--- src/rtl/filler_sig_monitor_pkg.sv ---
// Shared definitions for the filler signature monitor: FSM encoding, default
// MISR polynomial and the default bus-to-signature fold ratio.
package filler_pkg;

  typedef enum logic [1:0] {
    ST_IDLE  = 2'd0,
    ST_RUN   = 2'd1,
    ST_DRAIN = 2'd2,
    ST_DONE  = 2'd3
  } state_e;

  localparam logic [31:0] DEFAULT_POLY      = 32'h04C11DB7;
  localparam int          DEFAULT_SIG_WIDTH = 32;
  localparam int          FOLD_RATIO        = 10;

endpackage

--- src/rtl/filler_sig_monitor_misr_reg.sv ---
// Multiple-input signature register: shift left with polynomial feedback from
// the MSB, XOR in one folded word per enabled cycle. load takes priority.
module misr_reg
  import filler_pkg::*;
#(
  parameter int                   SIG_WIDTH = DEFAULT_SIG_WIDTH,
  parameter logic [SIG_WIDTH-1:0] POLY      = SIG_WIDTH'(DEFAULT_POLY)
) (
  input  logic                 clk,
  input  logic                 rst,
  input  logic                 load,
  input  logic [SIG_WIDTH-1:0] seed,
  input  logic                 en,
  input  logic [SIG_WIDTH-1:0] din,
  output logic [SIG_WIDTH-1:0] sig
);

  logic [SIG_WIDTH-1:0] sig_q;
  logic [SIG_WIDTH-1:0] sig_d;

  always_comb begin
    sig_d = {sig_q[SIG_WIDTH-2:0], 1'b0} ^ (sig_q[SIG_WIDTH-1] ? POLY : '0) ^ din;
  end

  always_ff @(posedge clk or negedge rst) begin
    if (!rst) begin
      sig_q <= '0;
    end else if (load) begin
      sig_q <= seed;
    end else if (en) begin
      sig_q <= sig_d;
    end
  end

  assign sig = sig_q;

endmodule

--- src/rtl/filler_sig_monitor.sv ---
// Folds the filler output bus into a MISR signature over a programmable window
// so all filler logic stays observable and a bench gets one value per run.
module filler_sig_monitor
  import filler_pkg::*;
#(
  parameter int                   NOC_WIDTH = DEFAULT_SIG_WIDTH * FOLD_RATIO,
  parameter int                   SIG_WIDTH = DEFAULT_SIG_WIDTH,
  parameter int unsigned          WINDOW    = 1024,
  parameter logic [SIG_WIDTH-1:0] POLY      = SIG_WIDTH'(DEFAULT_POLY),
  parameter logic [SIG_WIDTH-1:0] SEED      = '0
) (
  input  logic                 clk,
  input  logic                 rst,
  input  logic                 start,
  input  logic                 clear,
  input  logic [NOC_WIDTH-1:0] data_in,
  output logic                 busy,
  output logic                 done,
  output logic [SIG_WIDTH-1:0] signature,
  output logic [15:0]          sample_count
);

  localparam int          RATIO    = NOC_WIDTH / SIG_WIDTH;
  localparam logic [15:0] WIN_LAST = 16'(WINDOW - 1);

  state_e               state_q, state_d;
  logic [15:0]          win_cnt_q, win_cnt_d;
  logic [NOC_WIDTH-1:0] d1_q;
  logic [SIG_WIDTH-1:0] fold_q, fold_d;
  logic                 en0, en1_q, en2_q;
  logic                 load;
  logic [15:0]          cnt_q;

  // Datapath is free-running; only en2 (aligned with fold) gates the MISR.
  always_comb begin
    fold_d = '0;
    for (int k = 0; k < RATIO; k++) begin
      fold_d = fold_d ^ d1_q[k*SIG_WIDTH +: SIG_WIDTH];
    end
  end

  assign en0 = (state_q == ST_RUN);

  always_ff @(posedge clk or negedge rst) begin
    if (!rst) begin
      d1_q   <= '0;
      fold_q <= '0;
      en1_q  <= 1'b0;
      en2_q  <= 1'b0;
    end else begin
      d1_q   <= data_in;
      fold_q <= fold_d;
      en1_q  <= clear ? 1'b0 : en0;
      en2_q  <= clear ? 1'b0 : en1_q;
    end
  end

  always_comb begin
    state_d   = state_q;
    win_cnt_d = win_cnt_q;
    load      = 1'b0;
    if (clear) begin
      state_d = ST_IDLE;
    end else begin
      case (state_q)
        ST_IDLE, ST_DONE: begin
          if (start) begin
            state_d   = ST_RUN;
            win_cnt_d = '0;
            load      = 1'b1;
          end
        end
        ST_RUN: begin
          if (win_cnt_q == WIN_LAST) begin
            state_d   = ST_DRAIN;
            win_cnt_d = '0;
          end else begin
            win_cnt_d = win_cnt_q + 16'd1;
          end
        end
        ST_DRAIN: begin
          // Two cycles flush the en1/en2 pipeline before declaring done.
          if (win_cnt_q == 16'd1) begin
            state_d = ST_DONE;
          end else begin
            win_cnt_d = win_cnt_q + 16'd1;
          end
        end
        default: state_d = ST_IDLE;
      endcase
    end
  end

  always_ff @(posedge clk or negedge rst) begin
    if (!rst) begin
      state_q   <= ST_IDLE;
      win_cnt_q <= '0;
      cnt_q     <= '0;
    end else begin
      state_q   <= state_d;
      win_cnt_q <= win_cnt_d;
      if (load) begin
        cnt_q <= '0;
      end else if (en2_q) begin
        cnt_q <= cnt_q + 16'd1;
      end
    end
  end

  misr_reg #(
    .SIG_WIDTH(SIG_WIDTH),
    .POLY     (POLY)
  ) u_misr (
    .clk (clk),
    .rst (rst),
    .load(load),
    .seed(SEED),
    .en  (en2_q),
    .din (fold_q),
    .sig (signature)
  );

  assign busy         = (state_q == ST_RUN) || (state_q == ST_DRAIN);
  assign done         = (state_q == ST_DONE);
  assign sample_count = cnt_q;

endmodule

--- config.mk ---
export PLATFORM = sky130hd
export DESIGN_NAME = filler_sig_monitor
export DESIGN_NICKNAME = d
export VERILOG_FILES = /design/src/rtl/filler_sig_monitor_pkg.sv /design/src/rtl/filler_sig_monitor_misr_reg.sv /design/src/rtl/filler_sig_monitor.sv
export SDC_FILE = /design/constraint.sdc
export NUM_CORES = 1
export LEC_CHECK = 0
export CAP_MARGIN = 20
export CORE_MARGIN = 4
export CORE_UTILIZATION = 49
export CTS_CLUSTER_SIZE = 24
export DETAILED_ROUTE_END_ITERATION = 10
export GPL_ROUTABILITY_DRIVEN = 0
export GPL_TIMING_DRIVEN = 0
export PLACE_DENSITY = 0.88
export SLEW_MARGIN = 30
export SYNTH_ARGS = -nofsm -noshare
export SYNTH_HDL_FRONTEND = slang
export SYNTH_SLANG_ARGS = --single-unit
--- constraint.sdc ---
create_clock -name clk -period 3 [get_ports clk]
set_clock_uncertainty 0.2 [all_clocks]
set_input_delay 0.6 -clock clk [delete_from_list [all_inputs] [get_ports clk]]
set_output_delay 0.6 -clock clk [all_outputs]
set_load 0.05 [all_outputs]
==> results of run 1 <==
-- power groups by stage --
stage               clock network [mW]  logic (mW)  registers (mW)
finish                            5.26        3.50            6.69
global route                      5.64        3.78            6.76
CTS                               5.39        3.57            6.70
detailed placement                   0        3.53            6.79
global placement                     0        3.44            6.78
floorplan                            0        1.72            7.19
-- timing repair --
item / in CTS / in global routing
setup endpoints to repair: 1 / 0
hold endpoints to repair: 26 / 0
hold buffers: 1 / 0
gates resized for setup: 1 / 0
-- cell families (layout without fill, tap and decap cells) --
group	Yosys count	count (layout)	share of synthesized area, %
buffers and inverters	28	483	0.777
other	0	1	0
AO/OA/AOI/OAI	58	58	2.96
multiplexers	16	16	1.07
XOR/XNOR	347	347	20.3
flip-flops	420	420	70.2
adder cells (fa/ha/maj)	7	7	0.585
AND/OR/NAND/NOR	123	123	4.12
-- cell type report --
type	instances	area share, %
diodes	1	0.0120
plain buffers	18	0.379
clock buffers	60	6.07
clock inverters	16	0.783
inverters	10	0.181
multi-input cells	551	20.9
flip-flops and latches	420	50.6
well taps	390	2.35
repair buffers	379	18.7
-- sequential cells by signal, summed over array words and instances, names as in the netlist --
name and flops:
u_misr.sig 32, win_cnt_q 16, sample_count 16, fold_q 32
d1_q 320, state_q 2, en2_q 1, en1_q 1
-- cells in the final DEF, fill, tap and decap left out, types with 2 or more instances in the layout --
cell type,instances
clkbuf_8,10
clkdlybuf4s50_1,371
nand4_1,7
and3_1,8
inv_6,2
mux2i_1,16
buf_16,5
and2_1,2
ha_1,7
clkbuf_1,14
clkinv_2,11
nor4_1,5
nor2_1,54
buf_2,3
dfrtp_1,420
bufinv_16,2
a211oi_1,20
o211ai_1,2
nand2_1,12
xnor2_1,307
clkbuf_16,44
nor2b_1,2
nand2b_1,7
o21ai_0,4
buf_1,6
xor2_1,40
a31oi_1,19
inv_1,10
a21oi_1,2
nor3_1,3
nand3_1,15
-- per-layer routing --
layer	up-vias	global-route usage [%]
li1	4072	-
met1	4389	23.7
met2	316	36.8
met3	76	4.90
met4	0	7.84
met5	-	0
-- per-stage QoR --
step	setup TNS [ns]	total power, mW	hold WS [ns]
global placement	-6650.69	10.2	0.256
finish	0	15.5	0.266
detailed placement	-1.23	10.3	0.254
floorplan	0	8.90	0.104
CTS	0	15.7	0.272
global route	0	16.2	0.272
-- worst register-to-register path, stage by stage (launching register included) --
cell and delay, ns:
dfrtp_1 0.43, inv_1 0.06, ha_1 0.38, and3b_1 0.18, clkbuf_1 0.23, clkbuf_1 0.48, buf_1 0.51, nor2_1 0.11
-- worst paths after layout --
kind                       startpoint              to  slack [ns]  cells after the start
setup / recovery           state_q[0]            busy        0.20                      4
hold / removal                  en1_q           en2_q        0.27                      1
setup reg to reg           state_q[0]  u_misr.sig[16]        0.29                      7
hold reg to reg                 en1_q           en2_q        0.27                      1
max in group asynchronous         rst       d1_q[124]        0.88                      5
min in group asynchronous         rst       d1_q[107]        0.32                      2
==> key figures, run 1 <==
Critical path
  • CP max FO: 5
  • Critical Path End Type: output pin
  • Crit-path most repeated cell: inv_1
  • Worst Path Buf+Inv: 3
  • Critical-path top delay cell: dlygate4sd2_1
  • Worst path max stage delay: 0.55 ns
  • CP startpoint kind: flip-flop
  • Worst Path Required: between 2 and 2.5 ns
  • Crit path max-delay family: buffers and inverters
  • CP Class: reg2out
  • Worst Path Arrival: 2.00 ns
  • Worst path cell trace: inv_1, ha_1, inv_1, dlygate4sd2_1

Layout
  • Footprint of the multi-input gates: between 4000 and 5000 um2
  • Fillers: around 1,900
  • Cell Count, Final, Fillers Out: about 1,800
  • Share of cells above drive strength 1: 6.05%
  • Final nets: between 1,500 and 2,000
  • Final Cell Area: 20,800 um2
  • Sequential Area: ~11,000 um2
  • Finished Core Util: around 70%
  • Area delta synth->final: 38.7%

STA
  • Max-slew violations: 0
  • Final Worst Setup Slack: 0.197 ns
  • Final min period: 2.80 ns
  • Number of setup violations in the final report: 0
  • Fmax: ~0.36 GHz
  • Crit share post-route: 93.4%
  • Worst slew margin: a little under half
  • RSZ-0062 raised after global routing: false
  • Hold Vio Cnt, Final: 0
  • Worst-Margin Slew: around 0.81 ns

Die
  • Row cnt: 63
  • Die W: roughly 180 um
  • DIE AREA: roughly 33,000 um2
  • Num ports: between 300 and 400
  • Initial Util: about 50%
  • Die Y: 183 um
  • Core ar.: 29,900 um2

Global routing
  • Tot GR Track Use: roughly a fifth
  • First-pass GRT wire length: 53,000 um
  • Initial antenna violation count: 0
  • Total gr overflow: 0
  • Largest net degree at the start of global routing: 96
  • Vias in the first global route: 9,926

Placed design
  • Post-DP HPWL: between 20,000 and 25,000 um
  • Post-DP Area: 19,300 um2
  • Dpl cells: ~1,800
  • Place WS: -0.111 ns
  • I/O Buffers: roughly 370

Drt
  • Initial DRC Count: between 300 and 400
  • WL met3: 2240 um
  • Drt first pass iters: 6
  • Max Used Layer: met4
  • Metal-1 WL: ~13,000 um
  • Met2 WL: 18,200 um
  • Routed Antenna Nets: 0
  • WL final: about 34,000 um
  • Drc violations: 0
  • Routed vias: between 8,000 and 9,000
  • Routed length per placed instance: ~19 um
  • Vias/cell: roughly 4.8

Clock network
  • Clk sinks: between 400 and 500
  • Clock transition at path regs: approximately 0.06 ns
  • Worst-skew pair later-pin latency: approximately 0.53 ns
  • Setup Fix Bufs, Post-CTS: 0
  • Clock buffer depth: 3
  • CTS tree: built
  • TritonCTS buffer count: 42
  • Root Driver: clkbuf_16
  • H-tree levels: 2

Pwr
  • Combinational power share: between 20% and 30%
  • Switch Pwr: roughly 4.4 mW
  • Clock power frac: between 30% and 40%
  • Reg power frac: between 40 and 50%
  • Power Density: ~740 nW/um2
  • Switch share: between 20% and 30%
  • Internal Power: 11.1 mW
  • Leakage: about 8.5 nW
  • Peak VDD IR: ~0.00053 V

Synthesis
  • Top-area cell type share of the netlist area: 70.2%
  • Ys flop type: dfrtp_1
  • Cell with the most instances after synthesis: dfrtp_1
  • Synth Warn #: 0
  • Syn Nets: 1,330
  • Syn Area/Cell: between 10 and 15 um2
  • Synth area leaders: dfrtp_1, xnor2_1, xor2_1
  • Biggest area consumer among synthesized cells: dfrtp_1
  • Yosys cell types: 44
  • Async SR Flop Fraction: 100%
  • Synthesized flop and latch total: between 400 and 500
  • Synth Cell Area: 15,000 um2
  • Sequential cell area fraction in the yosys report: a little over two thirds
  • Post-synth EDFFs: 0
  • Top post-synthesis cells by count: dfrtp_1, xnor2_1, nor2_1
  • Post-Synthesis Cells: 999

Flow run
  • Max-Cap Viols: 0

Hold path
  • Hold Path Class: reg2reg

Run status
  • Outcome: finished clean
No activity file was read; power rests on OpenSTA's default activity.
==> inputs of run 2 (changes only) <==
CAP_MARGIN = not set   (was 20)
==> results of run 2 <==
No change in the layout: final DEF, timing and power equal those of run 1.
